--- src/rtl/bf2_bundle_pipe.sv ---
// bf2_bundle_pipe: radix-2 SDF butterfly bundle, DEPTH complex lanes per beat.
// Two register stages (operand prep, add/sub + optional 1/2 scaling) with
// valid/ready backpressure and a synchronous flush (clr).
// Ports:
//   clk, rst_n          clock, async active-low reset
//   clr                 sync clear, drops in-flight beats (data regs kept)
//   in_valid/in_ready   input handshake (in_ready is combinational)
//   mode                0 = BF2I, 1 = BF2II (-j on upper half of b lanes)
//   scale               1 = outputs are (x+1)>>>1
//   din_R/din_Q         DEPTH x WIDTH signed input components
//   out_valid/out_ready output handshake
//   dout_R/dout_Q       DEPTH x (WIDTH+1) signed results
module bf2_bundle_pipe #(
    parameter int unsigned WIDTH  = 9,
    parameter int unsigned DEPTH  = 16,
    parameter int unsigned OFFSET = 8
) (
    input  logic                         clk,
    input  logic                         rst_n,
    input  logic                         clr,
    input  logic                         in_valid,
    output logic                         in_ready,
    input  logic                         mode,
    input  logic                         scale,
    input  logic [DEPTH-1:0][WIDTH-1:0]  din_R,
    input  logic [DEPTH-1:0][WIDTH-1:0]  din_Q,
    output logic                         out_valid,
    input  logic                         out_ready,
    output logic [DEPTH-1:0][WIDTH:0]    dout_R,
    output logic [DEPTH-1:0][WIDTH:0]    dout_Q
);

    localparam int unsigned OW    = WIDTH + 1;
    localparam int unsigned SW    = WIDTH + 2;
    localparam int unsigned GRP   = 2 * OFFSET;
    localparam int unsigned NPAIR = DEPTH / 2;

    logic                      r_v1;
    logic                      r_v2;
    logic                      r_scale1;
    logic [DEPTH-1:0][OW-1:0]  r_s1_R;
    logic [DEPTH-1:0][OW-1:0]  r_s1_Q;
    logic [DEPTH-1:0][OW-1:0]  r_s2_R;
    logic [DEPTH-1:0][OW-1:0]  r_s2_Q;

    logic [DEPTH-1:0][OW-1:0]  w_s1_R;
    logic [DEPTH-1:0][OW-1:0]  w_s1_Q;
    logic [DEPTH-1:0][OW-1:0]  w_s2_R;
    logic [DEPTH-1:0][OW-1:0]  w_s2_Q;
    logic                      w_s1_adv;
    logic                      w_s2_adv;

    // Optional round-half-up halving; results always fit in WIDTH+1 bits.
    function automatic logic [OW-1:0] f_round(input logic signed [SW-1:0] x,
                                              input logic              sc);
        logic signed [SW-1:0] t;
        t = x + SW'(1);
        t = t >>> 1;
        return sc ? OW'(t) : OW'(x);
    endfunction

    // Handshake: a stage moves when its successor can take its beat.
    assign w_s2_adv  = !r_v2 || out_ready;
    assign w_s1_adv  = !r_v1 || w_s2_adv;
    assign in_ready  = w_s1_adv;
    assign out_valid = r_v2;
    assign dout_R    = r_s2_R;
    assign dout_Q    = r_s2_Q;

    // Stage 1 operands: a lanes sign-extended, b lanes optionally rotated by -j.
    for (genvar l = 0; l < DEPTH; l++) begin : g_s1
        localparam int unsigned K   = l % GRP;
        localparam bit          ROT = (K >= OFFSET + OFFSET / 2);
        logic signed [OW-1:0] w_ext_R;
        logic signed [OW-1:0] w_ext_Q;
        assign w_ext_R = {din_R[l][WIDTH-1], din_R[l]};
        assign w_ext_Q = {din_Q[l][WIDTH-1], din_Q[l]};
        if (ROT) begin : g_rot
            // -j*(R + jQ) = Q - jR; negating -2^(WIDTH-1) fits in WIDTH+1 bits.
            assign w_s1_R[l] = mode ? w_ext_Q  : w_ext_R;
            assign w_s1_Q[l] = mode ? -w_ext_R : w_ext_Q;
        end else begin : g_pass
            assign w_s1_R[l] = w_ext_R;
            assign w_s1_Q[l] = w_ext_Q;
        end
    end

    // Stage 2 butterflies: sum into lane a, difference into lane b.
    for (genvar p = 0; p < NPAIR; p++) begin : g_s2
        localparam int unsigned LA = (p / OFFSET) * GRP + (p % OFFSET);
        localparam int unsigned LB = LA + OFFSET;
        logic signed [SW-1:0] w_a_R;
        logic signed [SW-1:0] w_a_Q;
        logic signed [SW-1:0] w_b_R;
        logic signed [SW-1:0] w_b_Q;
        assign w_a_R = SW'($signed(r_s1_R[LA]));
        assign w_a_Q = SW'($signed(r_s1_Q[LA]));
        assign w_b_R = SW'($signed(r_s1_R[LB]));
        assign w_b_Q = SW'($signed(r_s1_Q[LB]));
        assign w_s2_R[LA] = f_round(w_a_R + w_b_R, r_scale1);
        assign w_s2_Q[LA] = f_round(w_a_Q + w_b_Q, r_scale1);
        assign w_s2_R[LB] = f_round(w_a_R - w_b_R, r_scale1);
        assign w_s2_Q[LB] = f_round(w_a_Q - w_b_Q, r_scale1);
    end

    // Pipeline registers; clr only kills valids, bubbles keep stale data.
    always_ff @(posedge clk or negedge rst_n) begin
        if (!rst_n) begin
            r_v1     <= 1'b0;
            r_v2     <= 1'b0;
            r_scale1 <= 1'b0;
            r_s1_R   <= '0;
            r_s1_Q   <= '0;
            r_s2_R   <= '0;
            r_s2_Q   <= '0;
        end else if (clr) begin
            r_v1 <= 1'b0;
            r_v2 <= 1'b0;
        end else begin
            if (w_s1_adv) begin
                r_v1 <= in_valid;
            end
            if (w_s2_adv) begin
                r_v2 <= r_v1;
            end
            if (w_s1_adv && in_valid) begin
                r_s1_R   <= w_s1_R;
                r_s1_Q   <= w_s1_Q;
                r_scale1 <= scale;
            end
            if (w_s2_adv && r_v1) begin
                r_s2_R <= w_s2_R;
                r_s2_Q <= w_s2_Q;
            end
        end
    end

endmodule

--- config.mk ---
export PLATFORM = sky130hd
export DESIGN_NAME = bf2_bundle_pipe
export DESIGN_NICKNAME = d
export VERILOG_FILES = /design/src/rtl/bf2_bundle_pipe.sv
export SDC_FILE = /design/constraint.sdc
export NUM_CORES = 2
export LEC_CHECK = 0
export BUFFER_PORTS_ARGS = -buffer_cell sky130_fd_sc_hd__buf_4
export CORE_UTILIZATION = 45
export DETAILED_ROUTE_END_ITERATION = 7
export PLACE_DENSITY = 0.67
export SLEW_MARGIN = 20
export SYNTH_ARGS = -nofsm -noshare
export SYNTH_HDL_FRONTEND = slang
export SYNTH_SLANG_ARGS = --single-unit
--- constraint.sdc ---
create_clock -name clk -period 2.9 [get_ports clk]
set_clock_uncertainty 0.05 [all_clocks]
set_input_delay 0.145 -clock clk [delete_from_list [all_inputs] [get_ports clk]]
set_output_delay 0.145 -clock clk [all_outputs]
set_load 0.005 [all_outputs]
==> results <==
- Wires add up to 149000 µm.
- A synthesized cell averages 8.80 µm².
- Summing every instance area after synthesis gives 45000 µm².
- The number of nets produced by synthesis is 5772.
- The overall die width is 318 µm.
- The worst register-to-register path has a setup slack of -110 ps.
- Based on the critical path, the design can be clocked at up to 333 MHz.
- The via count of the first global-routing pass is 41100.
- For this run, the share of the core covered by cells in the final layout is 0.614.
- In the global route stage, overall resource usage came out at 0.285.
- In the final layout, the share of cells above drive strength 1 is 0.262.
- STA puts the critical path data required time at 3380 ps.
- The sum of overflow across all layers after global routing is 0.
- The clock passes through at most 3 buffers.
- The critical path endpoint category is a flip-flop.
- The total of warnings raised by yosys is 0.
- The clock insertion delay at the later pin of the skew report is 640 ps.
- The initial antenna violation count is 16.
- The count of final max-slew check failures is 0.
- The leading cell type by number of instances after synthesis is dfrtp_1.
- Summed over all cells, the static leakage comes to 0.0280 µW.
- The total core area is 98700 µm².
- The power per cell area is 849 nW/µm².
- The maximum vdd ir drop is 0.442 mV.
- The clock edge transition at the registers on the reported setup and hold paths is 60 ps.
- The critical path goes through inv_1, ha_2, inv_2, fa_2, a21o_1, a221o_1, or4_1, o21ai_1, xor2_1, or4_1, a311oi_2, nor2_1.
- Of all nets on the critical path, the largest fanout is 3.
- The count of endpoints failing hold in the final timing report is 0.
- The first-iteration detailed-routing DRC count is 2799.
- The layout overhead on the synthesized area is 34.7%.
- The kind of path behind the tightest hold check is in2reg.
- The dominant synthesized flop cell is dfrtp_1.
- The largest stage delay on the critical path is 420 ps.
- The synthesized design spends more area on one cell type than any other, namely dfrtp_1.
- The count of H-tree levels built during CTS is 3.
- The worst setup path is launched from a flip-flop.
- The max-cap check violation count is 0.
- The vertical extent of the die is 318 µm.
- The register bit count reported by yosys is 615.
- The setup slack after layout is -107 ps.
- The number of non-filler instances in the completed layout is 7599.
- The number of flops mapped to enable cells by yosys is 0.
- 617 I/O pins were placed.
- The number of nets with antenna violations after detailed routing is 0.
- Hold is met by 45.1 ps.
- The area of the die is 101000 µm².
- The layout has 8433 filler cells.
- The proportion of netlist area held by the largest area contributor is 0.342.
- The number of clock sinks seen by CTS is 615.
- The number of distinct library cell variants in the gate-level netlist after synthesis is 91.
- Setup violations remaining at the end of the flow were counted as 2.
- The placer congestion estimate is 0.967.
- The final layout contains 6903 nets.
- The cell sitting at the root of the clock tree is a clkbuf_16.
- For the pin with the worst max-slew slack, the measured transition is 843 ps.
- Sorting the synthesized cells by how often they occur yields dfrtp_1 (615), nand2_1 (467), o21ai_0 (396), nor2_1 (377), a21oi_1 (339).
- The wire length of the first global-routing pass is 230000 µm.
- After routing, the total negative slack on setup checks comes to -141 ps.
- The run finished, with violations left.
- The count of mapped cells out of synthesis is 5113.
- The starting density of the core is 0.456.
- The total number of vias is 42100.
- The final reports fail on negative setup slack.
- Including well taps, the total number of placed cells is 7078.
- The pin count of the biggest net entering global routing is 110.
- The worst slack at placement is -153 ps.
- The post-synthesis sequential area ratio is 0.342.
- The per-cell via count in the routed design is 5.54.
- The setup path with the least slack is of type reg2reg.
- Headroom to the max-slew limit came out at 0.438.
- The cell with the largest stage delay on the worst path is or4_1.
- The clock tree from TritonCTS is built.
- The first-pass iteration count of the detailed router is 5.
- The period utilization is 1.04.
- Setup repair after global routing could not meet its margin everywhere.
- The count of buffers added on input and output ports is 616.
- The CTS buffer count is 74.
- Counting flops with an async set or reset pin after synthesis yields a share of 1.00.
- Dividing the detail-routed wire length by the instance count gives 19.6 µm.
- Counting stages on the worst path, the most repeated cell is or4_1.
- The total half-perimeter wirelength after legalization and detailed placement is 111000 µm.
- Sorting the synthesized cells by area gives the leading types as dfrtp_1 (34%), ha_1 (9.2%), mux2_2 (5.7%), o21ai_0 (4.4%), xnor2_1 (4.2%).
- The arrival time of the worst setup path is 3480 ps.
- After floorplanning, the core was divided into 115 placement rows.
- The shortest clock period the worst path allows after layout is 3010 ps.
- The post-detailed-route DRC marker count is 0.
final cells by class:
type,instances,area [µm²],area share
diodes,11,27.5,0.000454
clock buffers,92,2050,0.0338
clock inverters,41,558,0.00921
inverters,320,1210,0.0200
multi-input cells,3905,28500,0.471
flip-flops and latches,615,15400,0.254
well taps,1287,1610,0.0266
repair buffers,1328,11200,0.185
worst paths after layout:
| path | from | to | depth (start not counted) |
|---|---|---|---|
| max in group asynchronous | rst_n | dout_Q[3] | 3 |
| max | g_s2[0].w_a_R[0] | dout_R[88] | 12 |
| min | din_R[140] | g_s2[7].w_b_R[5] | 3 |
| min reg2reg | dout_Q[109] | dout_Q[109] | 2 |
| max reg2reg | g_s2[0].w_a_R[0] | dout_R[88] | 12 |
| min in group asynchronous | rst_n | g_s2[5].w_a_R[6] | 2 |
layout by cell type (no fill, tap or decap), drive strengths merged, types with 19 or more instances in the layout:
| master | synthesis | final |
|---|---|---|
| mux2i | 124 | 124 |
| o21ai | 397 | 397 |
| a211oi | 63 | 63 |
| o211ai | 26 | 26 |
| nor2 | 377 | 377 |
| and3 | 28 | 28 |
| or3 | 38 | 38 |
| clkinv | 1 | 20 |
| a21oi | 340 | 340 |
| a211o | 22 | 22 |
| dlygate4sd3 | 0 | 327 |
| ha | 332 | 332 |
| nor3b | 28 | 28 |
| xor2 | 110 | 110 |
| and2 | 26 | 26 |
| fa | 32 | 32 |
| dfrtp | 615 | 615 |
| buf | 34 | 1001 |
| nand3 | 94 | 94 |
| or2 | 36 | 36 |
| nand2 | 467 | 467 |
| a221oi | 30 | 30 |
| o21bai | 29 | 29 |
| o31ai | 45 | 45 |
| o21a | 44 | 44 |
| inv | 319 | 323 |
| nand4 | 23 | 23 |
| or4 | 21 | 21 |
| nand2b | 75 | 75 |
| o22ai | 23 | 23 |
| a22oi | 19 | 19 |
| clkbuf | 239 | 92 |
| mux2 | 227 | 227 |
| a21o | 77 | 77 |
| a31oi | 55 | 55 |
| nor2b | 89 | 89 |
| xnor2 | 214 | 214 |
| nor4 | 29 | 29 |
| nor3 | 125 | 125 |
flip-flops by register name, indices dropped and copies added, names as in the netlist:
register	cells
out_valid	1
g_s2.w_b_R	72
dout_R	160
g_s2.w_a_Q	72
r_v1	1
g_s2.w_b_Q	76
g_s2.w_a_R	72
r_scale1	1
dout_Q	160
kinds of logic after synthesis:
group                    count (synthesis)  synth area share
adder cells (fa/ha/maj)                364             0.107
multiplexers                           351            0.0844
AO/OA/AOI/OAI                         1355             0.192
XOR/XNOR                               324            0.0631
AND/OR/NAND/NOR                       1511             0.162
flip-flops                             615             0.342
buffers and inverters                  593            0.0500
per-layer routing:
metal	vias up	GRT usage	routed length, µm
met3	277	0.0552	8570
met1	20300	0.361	63600
met2	1140	0.479	70700
li1	20400	-	-
met4	12	0.111	6070
met5	-	0	83
critical path: cells and delay by family (launching register included):
family | cells | cell delay, ps
xor+xnor | 1 | 90
fa+ha+maj | 2 | 550
flops | 1 | 370
simple gates | 3 | 880
buf+inv | 2 | 100
compound gates | 4 | 860
power by group:
part | total (µW) | leakage (µW) | internal [µW] | switching, µW
clock | 10100 | 0.00127 | 6110 | 4030
sequential | 13500 | 0.00743 | 11200 | 2250
combinational | 27800 | 0.0193 | 13300 | 14500
total | 51400 | 0.0280 | 30600 | 20800
what timing repair did:
action                                 in CTS  in global routing
pin swaps                                  14                103
hold buffers                              326                  1
endpoints found under the hold margin     382                  1
gates resized for setup                    30                232
setup endpoints to repair                  13                121
setup buffers                              11                 39
per-stage QoR:
stage,power (µW),area (µm²)
after global placement,38800,53200
after CTS,50200,59200
after floorplan,28300,45000
final,51400,60600
after detailed placement,39300,53200
after global routing,55000,60600
No activity file was read; power rests on OpenSTA's default activity.
